## config.mk

```make
export PLATFORM = sky130hd
export DESIGN_NAME = ysyx_23060203_lsu_flat
export DESIGN_NICKNAME = d
export VERILOG_FILES = /design/src/rtl/ysyx_23060203_lsu_if.sv /design/src/rtl/ysyx_23060203_lsu.sv /design/src/flat_wrapper.sv
export SDC_FILE = /design/constraint.sdc
export NUM_CORES = 1
export LEC_CHECK = 0
export CORE_MARGIN = 1
export CORE_UTILIZATION = 40
export DETAILED_ROUTE_END_ITERATION = 8
export PLACE_DENSITY = 0.72
export SYNTH_ARGS = -nofsm -noshare
export SYNTH_HDL_FRONTEND = slang
export SYNTH_SLANG_ARGS = --single-unit
```

## constraint.sdc

```tcl
create_clock -name clk -period 3.2 [get_ports clk]
set_clock_uncertainty 0.1 [all_clocks]
set_input_delay 0.32 -clock clk [delete_from_list [all_inputs] [get_ports clk]]
set_output_delay 0.32 -clock clk [all_outputs]
set_load 0.005 [all_outputs]
```

## src/rtl/ysyx_23060203_lsu_if.sv

```systemverilog
// Execute/writeback/memory-bus signal bundle of the load/store unit.
// slave is the LSU's view; master is the environment (execute, writeback and memory).
interface ysyx_23060203_lsu_if;
  logic        in_valid;
  logic        in_ready;
  logic        in_ren;
  logic        in_wen;
  logic [2:0]  in_func;
  logic [31:0] in_addr;
  logic [31:0] in_wdata;

  logic        out_valid;
  logic        out_ready;
  logic [31:0] out_rdata;
  logic        out_err;

  logic        mem_req_valid;
  logic        mem_req_ready;
  logic        mem_req_wen;
  logic [31:0] mem_req_addr;
  logic [31:0] mem_req_wdata;
  logic [3:0]  mem_req_wstrb;
  logic        mem_resp_valid;
  logic [31:0] mem_resp_rdata;

  modport slave (
    input  in_valid, in_ren, in_wen, in_func, in_addr, in_wdata,
    input  out_ready, mem_req_ready, mem_resp_valid, mem_resp_rdata,
    output in_ready, out_valid, out_rdata, out_err,
    output mem_req_valid, mem_req_wen, mem_req_addr, mem_req_wdata, mem_req_wstrb
  );

  modport master (
    output in_valid, in_ren, in_wen, in_func, in_addr, in_wdata,
    output out_ready, mem_req_ready, mem_resp_valid, mem_resp_rdata,
    input  in_ready, out_valid, out_rdata, out_err,
    input  mem_req_valid, mem_req_wen, mem_req_addr, mem_req_wdata, mem_req_wstrb
  );
endinterface

```

## src/rtl/ysyx_23060203_lsu.sv

```systemverilog
// Load/store unit: decodes an execute-stage memory request, runs one word-bus
// transaction with byte strobes, and returns extended load data or an error flag.
module ysyx_23060203_lsu #(
  parameter int unsigned TIMEOUT = 255
) (
  input logic                  clk,
  input logic                  rstn,
  ysyx_23060203_lsu_if.slave   io
);

  typedef enum logic [1:0] {IDLE, ADDR, WAIT, RESP} state_t;

  localparam logic [15:0] TIMEOUT_W = 16'(TIMEOUT);

  state_t      state;
  logic [15:0] tmo_cnt;
  logic [2:0]  func_q;
  logic [1:0]  off_q;
  logic        load_q;

  logic        accept;
  logic        legal;
  logic        misaligned;
  logic [3:0]  wstrb_d;
  logic [31:0] wdata_d;
  logic [31:0] shifted;
  logic [31:0] load_data;
  logic [15:0] cnt_next;
  logic        expired;

  assign accept   = io.in_valid && io.in_ready;
  assign cnt_next = tmo_cnt + 16'd1;
  assign expired  = (cnt_next == TIMEOUT_W);

  always_comb begin
    // NOTE: every signal gets a default before any branch, so no path leaves one unassigned and no latch is inferred.
    legal      = 1'b0;
    misaligned = 1'b0;
    wstrb_d    = 4'b1111;
    wdata_d    = io.in_wdata;

    if (io.in_ren) begin
      legal = io.in_func inside {3'b000, 3'b001, 3'b010, 3'b100, 3'b101};
    end else begin
      legal = io.in_func inside {3'b000, 3'b001, 3'b010};
    end

    case (io.in_func[1:0])
      2'b01:   misaligned = io.in_addr[0];
      2'b10:   misaligned = (io.in_addr[1:0] != 2'b00);
      default: misaligned = 1'b0;
    endcase

    // Sub-word stores replicate the data across lanes; the strobe selects the lane.
    case (io.in_func[1:0])
      2'b00: begin
        wstrb_d = 4'b0001 << io.in_addr[1:0];
        wdata_d = {4{io.in_wdata[7:0]}};
      end
      2'b01: begin
        wstrb_d = 4'b0011 << io.in_addr[1:0];
        wdata_d = {2{io.in_wdata[15:0]}};
      end
      default: begin
        wstrb_d = 4'b1111;
        wdata_d = io.in_wdata;
      end
    endcase
  end

  always_comb begin
    shifted   = io.mem_resp_rdata >> {off_q, 3'b000};
    load_data = io.mem_resp_rdata;
    case (func_q)
      3'b000:  load_data = {{24{shifted[7]}}, shifted[7:0]};
      3'b001:  load_data = {{16{shifted[15]}}, shifted[15:0]};
      3'b100:  load_data = {24'd0, shifted[7:0]};
      3'b101:  load_data = {16'd0, shifted[15:0]};
      default: load_data = io.mem_resp_rdata;
    endcase
  end

  // NOTE: sequential state uses non-blocking assignments so every register samples pre-edge values.
  always_ff @(posedge clk) begin
    if (!rstn) begin
      state            <= IDLE;
      tmo_cnt          <= 16'd0;
      func_q           <= 3'd0;
      off_q            <= 2'd0;
      load_q           <= 1'b0;
      io.in_ready      <= 1'b1;
      io.out_valid     <= 1'b0;
      io.out_rdata     <= 32'd0;
      io.out_err       <= 1'b0;
      io.mem_req_valid <= 1'b0;
      io.mem_req_wen   <= 1'b0;
      io.mem_req_addr  <= 32'd0;
      io.mem_req_wdata <= 32'd0;
      io.mem_req_wstrb <= 4'd0;
    end else begin
      case (state)
        IDLE: begin
          if (accept) begin
            func_q      <= io.in_func;
            off_q       <= io.in_addr[1:0];
            load_q      <= io.in_ren;
            tmo_cnt     <= 16'd0;
            io.in_ready <= 1'b0;
            if (!io.in_ren && !io.in_wen) begin
              state        <= RESP;
              io.out_valid <= 1'b1;
              io.out_rdata <= 32'd0;
              io.out_err   <= 1'b0;
            end else if ((io.in_ren && io.in_wen) || !legal || misaligned) begin
              state        <= RESP;
              io.out_valid <= 1'b1;
              io.out_rdata <= 32'd0;
              io.out_err   <= 1'b1;
            end else begin
              state            <= ADDR;
              io.mem_req_valid <= 1'b1;
              io.mem_req_wen   <= io.in_wen;
              io.mem_req_addr  <= {io.in_addr[31:2], 2'b00};
              io.mem_req_wdata <= io.in_wen ? wdata_d : 32'd0;
              io.mem_req_wstrb <= io.in_wen ? wstrb_d : 4'd0;
            end
          end
        end

        ADDR: begin
          tmo_cnt <= cnt_next;
          // An abort takes precedence over a request handshake on the same edge.
          if (expired) begin
            state            <= RESP;
            io.mem_req_valid <= 1'b0;
            io.out_valid     <= 1'b1;
            io.out_rdata     <= 32'd0;
            io.out_err       <= 1'b1;
          end else if (io.mem_req_ready) begin
            state            <= WAIT;
            io.mem_req_valid <= 1'b0;
          end
        end

        WAIT: begin
          tmo_cnt <= cnt_next;
          if (io.mem_resp_valid) begin
            state        <= RESP;
            io.out_valid <= 1'b1;
            io.out_rdata <= load_q ? load_data : 32'd0;
            io.out_err   <= 1'b0;
          end else if (expired) begin
            state        <= RESP;
            io.out_valid <= 1'b1;
            io.out_rdata <= 32'd0;
            io.out_err   <= 1'b1;
          end
        end

        RESP: begin
          if (io.out_ready) begin
            state        <= IDLE;
            io.out_valid <= 1'b0;
            io.out_rdata <= 32'd0;
            io.out_err   <= 1'b0;
            io.in_ready  <= 1'b1;
          end
        end

        default: state <= IDLE;
      endcase
    end
  end

endmodule

```

## src/flat_wrapper.sv

```systemverilog
// flat-port wrapper written by rule: the top's interface ports become plain ports
module ysyx_23060203_lsu_flat 
#(
  parameter int unsigned TIMEOUT = 255
)
  (clk, rstn, io_in_valid, io_in_ren, io_in_wen, io_in_func, io_in_addr, io_in_wdata, io_out_ready, io_mem_req_ready, io_mem_resp_valid, io_mem_resp_rdata, io_in_ready, io_out_valid, io_out_rdata, io_out_err, io_mem_req_valid, io_mem_req_wen, io_mem_req_addr, io_mem_req_wdata, io_mem_req_wstrb);
  ysyx_23060203_lsu_if io_i ();
  input logic clk;
  input logic rstn;
  input wire logic [$bits(io_i.in_valid)-1:0] io_in_valid;
  input wire logic [$bits(io_i.in_ren)-1:0] io_in_ren;
  input wire logic [$bits(io_i.in_wen)-1:0] io_in_wen;
  input wire logic [$bits(io_i.in_func)-1:0] io_in_func;
  input wire logic [$bits(io_i.in_addr)-1:0] io_in_addr;
  input wire logic [$bits(io_i.in_wdata)-1:0] io_in_wdata;
  input wire logic [$bits(io_i.out_ready)-1:0] io_out_ready;
  input wire logic [$bits(io_i.mem_req_ready)-1:0] io_mem_req_ready;
  input wire logic [$bits(io_i.mem_resp_valid)-1:0] io_mem_resp_valid;
  input wire logic [$bits(io_i.mem_resp_rdata)-1:0] io_mem_resp_rdata;
  output wire logic [$bits(io_i.in_ready)-1:0] io_in_ready;
  output wire logic [$bits(io_i.out_valid)-1:0] io_out_valid;
  output wire logic [$bits(io_i.out_rdata)-1:0] io_out_rdata;
  output wire logic [$bits(io_i.out_err)-1:0] io_out_err;
  output wire logic [$bits(io_i.mem_req_valid)-1:0] io_mem_req_valid;
  output wire logic [$bits(io_i.mem_req_wen)-1:0] io_mem_req_wen;
  output wire logic [$bits(io_i.mem_req_addr)-1:0] io_mem_req_addr;
  output wire logic [$bits(io_i.mem_req_wdata)-1:0] io_mem_req_wdata;
  output wire logic [$bits(io_i.mem_req_wstrb)-1:0] io_mem_req_wstrb;
  assign io_i.in_valid = io_in_valid;
  assign io_i.in_ren = io_in_ren;
  assign io_i.in_wen = io_in_wen;
  assign io_i.in_func = io_in_func;
  assign io_i.in_addr = io_in_addr;
  assign io_i.in_wdata = io_in_wdata;
  assign io_i.out_ready = io_out_ready;
  assign io_i.mem_req_ready = io_mem_req_ready;
  assign io_i.mem_resp_valid = io_mem_resp_valid;
  assign io_i.mem_resp_rdata = io_mem_resp_rdata;
  assign io_in_ready = io_i.in_ready;
  assign io_out_valid = io_i.out_valid;
  assign io_out_rdata = io_i.out_rdata;
  assign io_out_err = io_i.out_err;
  assign io_mem_req_valid = io_i.mem_req_valid;
  assign io_mem_req_wen = io_i.mem_req_wen;
  assign io_mem_req_addr = io_i.mem_req_addr;
  assign io_mem_req_wdata = io_i.mem_req_wdata;
  assign io_mem_req_wstrb = io_i.mem_req_wstrb;
  ysyx_23060203_lsu #(.TIMEOUT(TIMEOUT)) u_core (.clk(clk), .rstn(rstn), .io(io_i));
endmodule
```

Word level (Yosys, flattened, before mapping)
Cells that the tools add are included.

storage, ports and cells
  flip-flop bits (word level) = 127
  word-level logic and storage cells = 113

cells by class
  $add $sub $neg = 1
  equal/unequal tests = 20
  shift-type cells = 3
  muxes and demuxes = 47
  bitwise logic cells = 2
  reductions and logical operators = 26

operator list
  kind                     number
  $mux W32                 8
  $pmux W32 S4             2
  $pmux W32 S2             1
  $pmux W16 S2             1
  $shr A32 B5 Y16          1
  $mux W1                  18
  $add A16 B1 Y16 const B  1
  $eq A16 B8 Y1 const B    1
  $mux W16                 1
  $mux W2                  8
  $eq A3 B3 Y1 const B     4
  $pmux W1 S4              2
  $pmux W2 S4              1
  $pmux W4 S2              1
  $reduce_and A4 Y1        2
  $reduce_bool A2 Y1       4
  $eq A2 B2 Y1 const B     3
  $eq A3 B1 Y1 const B     2
  $logic_not A3 Y1         2
  $ne A2 B2 Y1 const B     3
  $ne A3 B2 Y1 const B     2
  $pmux W1 S2              3
  $reduce_and A3 Y1        2
  $reduce_and A5 Y1        1
  other kinds (16)         25

Depth between registers and ports, before layout
  depth in word-level cells = 10
  mapped depth = 12
  gate-level depth less buffers = 9

Least setup slack after synthesis
OpenSTA, ideal clock, no wires.

  path kind = register to register
  start = register u_core.tmo_cnt[0]
  end = register u_core.io.out_rdata[4]
  library setup time = 0.119 ns
  arrival time = 2.306 ns
  data required time = 2.981 ns
  path slack = 0.675 ns
  cell stages (with the launch flop) = 10
  path buffers = 1
  period minus slack after synthesis = 2.525 ns
  path through = dfxtp_1 ha_1 and3_1 and3_4 xor2_2 o2111ai_1 or3b_4 a31o_4 buf_6 o221a_1

between the ends
  word-level cells in the longest chain between the ends = 5

ends and longest elaborated chain
  what                    line                        RTL
  start, declared         ysyx_23060203_lsu.sv:16     logic [15:0] tmo_cnt;
  start signal, assigned  ysyx_23060203_lsu.sv:131    tmo_cnt <= cnt_next;
  start signal, assigned  ysyx_23060203_lsu.sv:146    tmo_cnt <= cnt_next;
  $add A16 B1 Y16 (*)     ysyx_23060203_lsu.sv:32     assign cnt_next = tmo_cnt + 16'd1;
  $eq A16 B8 Y1 (*)       ysyx_23060203_lsu.sv:33     assign expired = (cnt_next == TIMEOUT_W);
  $mux W32 (*)            n/a
  $mux W32                n/a
  $pmux W32 S4 (*)        n/a
  end signal, assigned    ysyx_23060203_lsu.sv:150    io.out_rdata <= load_q ? load_data : 32'd0;
  end, declared           ysyx_23060203_lsu_if.sv:29  output in_ready, out_valid, out_rdata, out_err,

Mark *: on every way between the ends. The rest lies on a longest branch, timed or not.
A chain may end at the register's enable or synchronous reset.

Final worst setup path
  start = register u_core.tmo_cnt[0]
  end = register u_core.io.out_rdata[0]

The elaborated chain is that of the path after synthesis.

==> out/qor.yml <==
layout:
  post-route-util_pct: 59.83
  drive_above_1_share_pct: 8.504
  instances_no_fill: 1234
  final_nets: 1127
  diodes: 0
  area_growth_pct: 45.24
clock_tree:
  tritoncts: "done"
  clockRootBuffer: "clkbuf_16"
  ctsLongestPathBuffers: 2
  cts_resized: 0
  insertion_delay_ns: 0.42
  post-cts-setup-buffer-count: 0
  clkTransAtPathRegs_ns: 0.06
  htreeDepth: 4
  cts_sinks: 127
  postCtsHoldBufs: 0
  cts_buffers: 17
critical_path:
  cp_top_family: "simple AND/OR/NAND/NOR gates"
  worstRegToRegCells: 8
  critical_path_required_ns: 3.41
  crit_slowest_cell: "or3b_4"
  cp-start-kind: "flop"
  max_stage_delay_ns: 0.53
  ff2ff_setup_slack_ns: 0.42
  crit_path_end_kind: "flop"
  reg2reg_to: "u_core.io.out_rdata[0]"
  crit_type: "flop to flop"
  worstReg2RegStart: "u_core.tmo_cnt[0]"
  path_cells: "ha_1, and3_1, and3_4, xor2_2, o2111ai_1, or3b_4, a31o_4, o221a_2"
  crit_path_max_fanout: 14
  crit_buf_inv: 0
  arrival_ns: 2.99
power:
  switching_share_pct: 34.33
  p_seq_share_pct: 32.8
  power.switching_w: 0.001825
  pwr_density_cell_nw_per_um2: 580.0
  peakVddDrop_v: 0.0003599
  p_clk_share_pct: 35.8
  p_int_w: 0.003490
  p_total_w: 0.005314
  combPwrFrac_pct: 31.3
  p_leak_nw: 3.324
logic_synthesis:
  syn_avg_cell_area_um2: 7.647
  ys_dominant_reg_cell: "dfxtp_1"
  synth_cell_types: 65
  synth_area_um2: 6309
  synthCells: 825
  synth-async-reset-ratio_pct: 0
  synth_warnings: 0
  synth_edf_count: 0
  ys_seq_area_share_pct: 40.30
  ys_seq_elements: 127
grt:
  grt_overflow: 0
  grt_pass1_wl_um: 30660
  grt_pass1_vias: 5932
  antenna_found_initial: 1
  grt_max_degree: 68
  grt_use_total_pct: 23.96
sta:
  period_needed_ns: 2.784
  max-slew-margin-rel_pct: 50.19
  worst_pin_slew_ns: 0.7393
  report.final.slew_viol_count: 0
  rsz0062_at_grt: "no"
  fin_ws_ns: 0.4161
  fmax_ghz: 0.3592
  setup_violations: 0
  period_share_pct: 87.00
  fin_setup_tns_ns: 0
  hold_viol: 0
routing:
  final_antenna_net_count: 0
  finalWirelength_um: 19530
  drc: 0
  first_iter_violations: 441
  vias: 6614
  drtPass1Iterations: 5
  avgViaCountPerCell: 5.360
  routedWlPerCell_um: 15.83
die:
  io-pin-count: 212
  die_h_um: 127.6
  die_area_um2: 16280
  coreArea_um2: 15310
  initial_core_util_pct: 41.19
  rows: 45
  die_x_um: 127.6
hold_path:
  hp-class: "input port to flop"
  holdPathEnd: "u_core.io.mem_req_addr[15]"
  min_path_cells: 3
  hold_start: "io_in_addr[15]"
placed_design:
  dp_slack_ns: 0.2452
  place.gp.congestion: 0.8661
  dpl.hpwl_um: 13790
  port_buffers: 209
  dp.cells: 1202
job:
  cap_viol_max_count: 0
run_status:
  status: "completed"
==> synth_stat cells, types with 4 or more instances <==
| library cell | n | share of area [%] |
|---|---|---|
| nand2_1 | 212 | 13 |
| dfxtp_1 | 127 | 40 |
| a21oi_1 | 107 | 8.5 |
| nor2_1 | 50 | 3.0 |
| clkbuf_1 | 45 | 2.7 |
| nand3_1 | 44 | 3.5 |
| o21ai_0 | 26 | 2.1 |
| a22oi_1 | 18 | 2.1 |
| buf_1 | 11 | 0.65 |
| inv_1 | 11 | 0.65 |
| nor2b_1 | 11 | 1.1 |
| o221a_2 | 11 | 2.0 |
| ha_1 | 10 | 2.0 |
| o22ai_2 | 10 | 2.0 |
| mux2i_1 | 9 | 1.4 |
| a22o_1 | 8 | 1.1 |
| a32o_1 | 8 | 1.3 |
| o22ai_1 | 7 | 0.69 |
| nor3_1 | 6 | 0.48 |
| a31oi_1 | 5 | 0.50 |
| and3_1 | 5 | 0.50 |
| xnor2_1 | 5 | 0.69 |
| a21o_1 | 4 | 0.48 |
| and4_1 | 4 | 0.56 |
| buf_4 | 4 | 0.48 |
| nand2b_1 | 4 | 0.40 |
==> power groups by stage <==
stage          registers (W)  logic, W  clock network [W]
3_3_place_gp         0.00178   0.00164                  0
2_1_floorplan        0.00175   0.00112                  0
4_1_cts              0.00174   0.00166            0.00194
6_report             0.00175   0.00167            0.00190
3_5_place_dp         0.00178   0.00165                  0
5_1_grt              0.00176   0.00183            0.00200
==> how the worst max path moves through the flow <==
stage / from / to / slack, ns / cells after the start
after global routing: u_core.tmo_cnt[0] / u_core.io.out_rdata[3] / 0.29 / 8
after CTS: u_core.tmo_cnt[0] / u_core.io.out_rdata[0] / 0.42 / 8
after detailed placement: io_in_func[1] / u_core.io.out_rdata[16] / 0.25 / 10
final: u_core.tmo_cnt[0] / u_core.io.out_rdata[0] / 0.42 / 8
after global placement: io_in_func[1] / u_core.io.out_rdata[0] / 0.32 / 9
after floorplan: u_core.tmo_cnt[0] / u_core.io.out_rdata[4] / 0.68 / 9
==> worst register-to-register path, stage by stage (launching register included) <==
cell and delay [ns]:
dfxtp_1 0.42, ha_1 0.27, and3_1 0.22, and3_4 0.22, xor2_2 0.13, o2111ai_1 0.16, or3b_4 0.53, a31o_4 0.33
o221a_2 0.30
==> kinds of logic (layout without fill, tap and decap cells) <==
| group | count (synthesis) | in the layout | share of synthesized area (%) |
|---|---|---|---|
| xor+xnor | 7 | 7 | 1.091 |
| simple gates | 361 | 361 | 25.03 |
| mux | 10 | 10 | 1.607 |
| flops | 127 | 127 | 40.30 |
| compound gates | 231 | 231 | 24.63 |
| buf+inv | 78 | 275 | 5.295 |
| fa+ha+maj | 10 | 10 | 1.983 |
| other cells | 1 | 2 | 0.05944 |
==> routing by layer <==
layer  vias to the layer above  global-route usage, %  share of wire (%)
met5                         -                      0              0.067
met4                         2                  8.443                1.9
met3                        36                  6.072                7.0
met2                       250                  39.86                 47
met1                      3065                  30.08                 44
li1                       3261                      -                  -
==> state kept, by name, indices dropped and copies added, names as in the netlist <==
signal and flops:
u_core.tmo_cnt 16, u_core.off_q 2, u_core.state 2, u_core.io.in_ready 1, u_core.io.mem_req_wen 1, u_core.io.mem_req_valid 1, u_core.io.out_err 1, u_core.io.out_valid 1
u_core.io.mem_req_wstrb 4, u_core.func_q 3, u_core.io.out_rdata 32, u_core.load_q 1, u_core.io.mem_req_addr 30, u_core.io.mem_req_wdata 32
==> layout make-up <==
| class | count | area, um^2 |
|---|---|---|
| clock buffer | 19 | 442.9 |
| clock inverter | 13 | 138.9 |
| fill | 1438 | 6152 |
| inverter | 12 | 45.04 |
| multi-input combinational | 621 | 3440 |
| sequential | 127 | 2542 |
| tap | 211 | 264.0 |
| timing repair buffer | 231 | 2290 |
==> metrics by stage <==
stage                     hold slack [ns]  area (um^2)
final                              0.3425         9163
after global routing               0.3507         9163
after CTS                          0.3207         9163
after detailed placement           0.3435         8581
after global placement             0.3389         8581
after floorplan                    0.3447         6312
==> placed cells by master (no fill, tap or decap), types with 6 or more instances in the layout <==
cell type	Yosys	routed
o221a_2	11	11
nor2b_1	11	11
nor2_1	50	50
o21ai_0	26	26
buf_4	4	19
inv_1	11	10
o22ai_2	10	10
nor3_1	6	6
mux2i_1	9	9
dfxtp_1	127	127
nand3_1	44	44
clkbuf_16	0	17
ha_1	10	10
a22oi_1	18	18
o22ai_1	7	7
a32o_1	8	8
clkdlybuf4s50_1	0	208
a22o_1	8	8
nand2_1	212	211
a21oi_1	107	107
(Power assumes the default switching activity.)
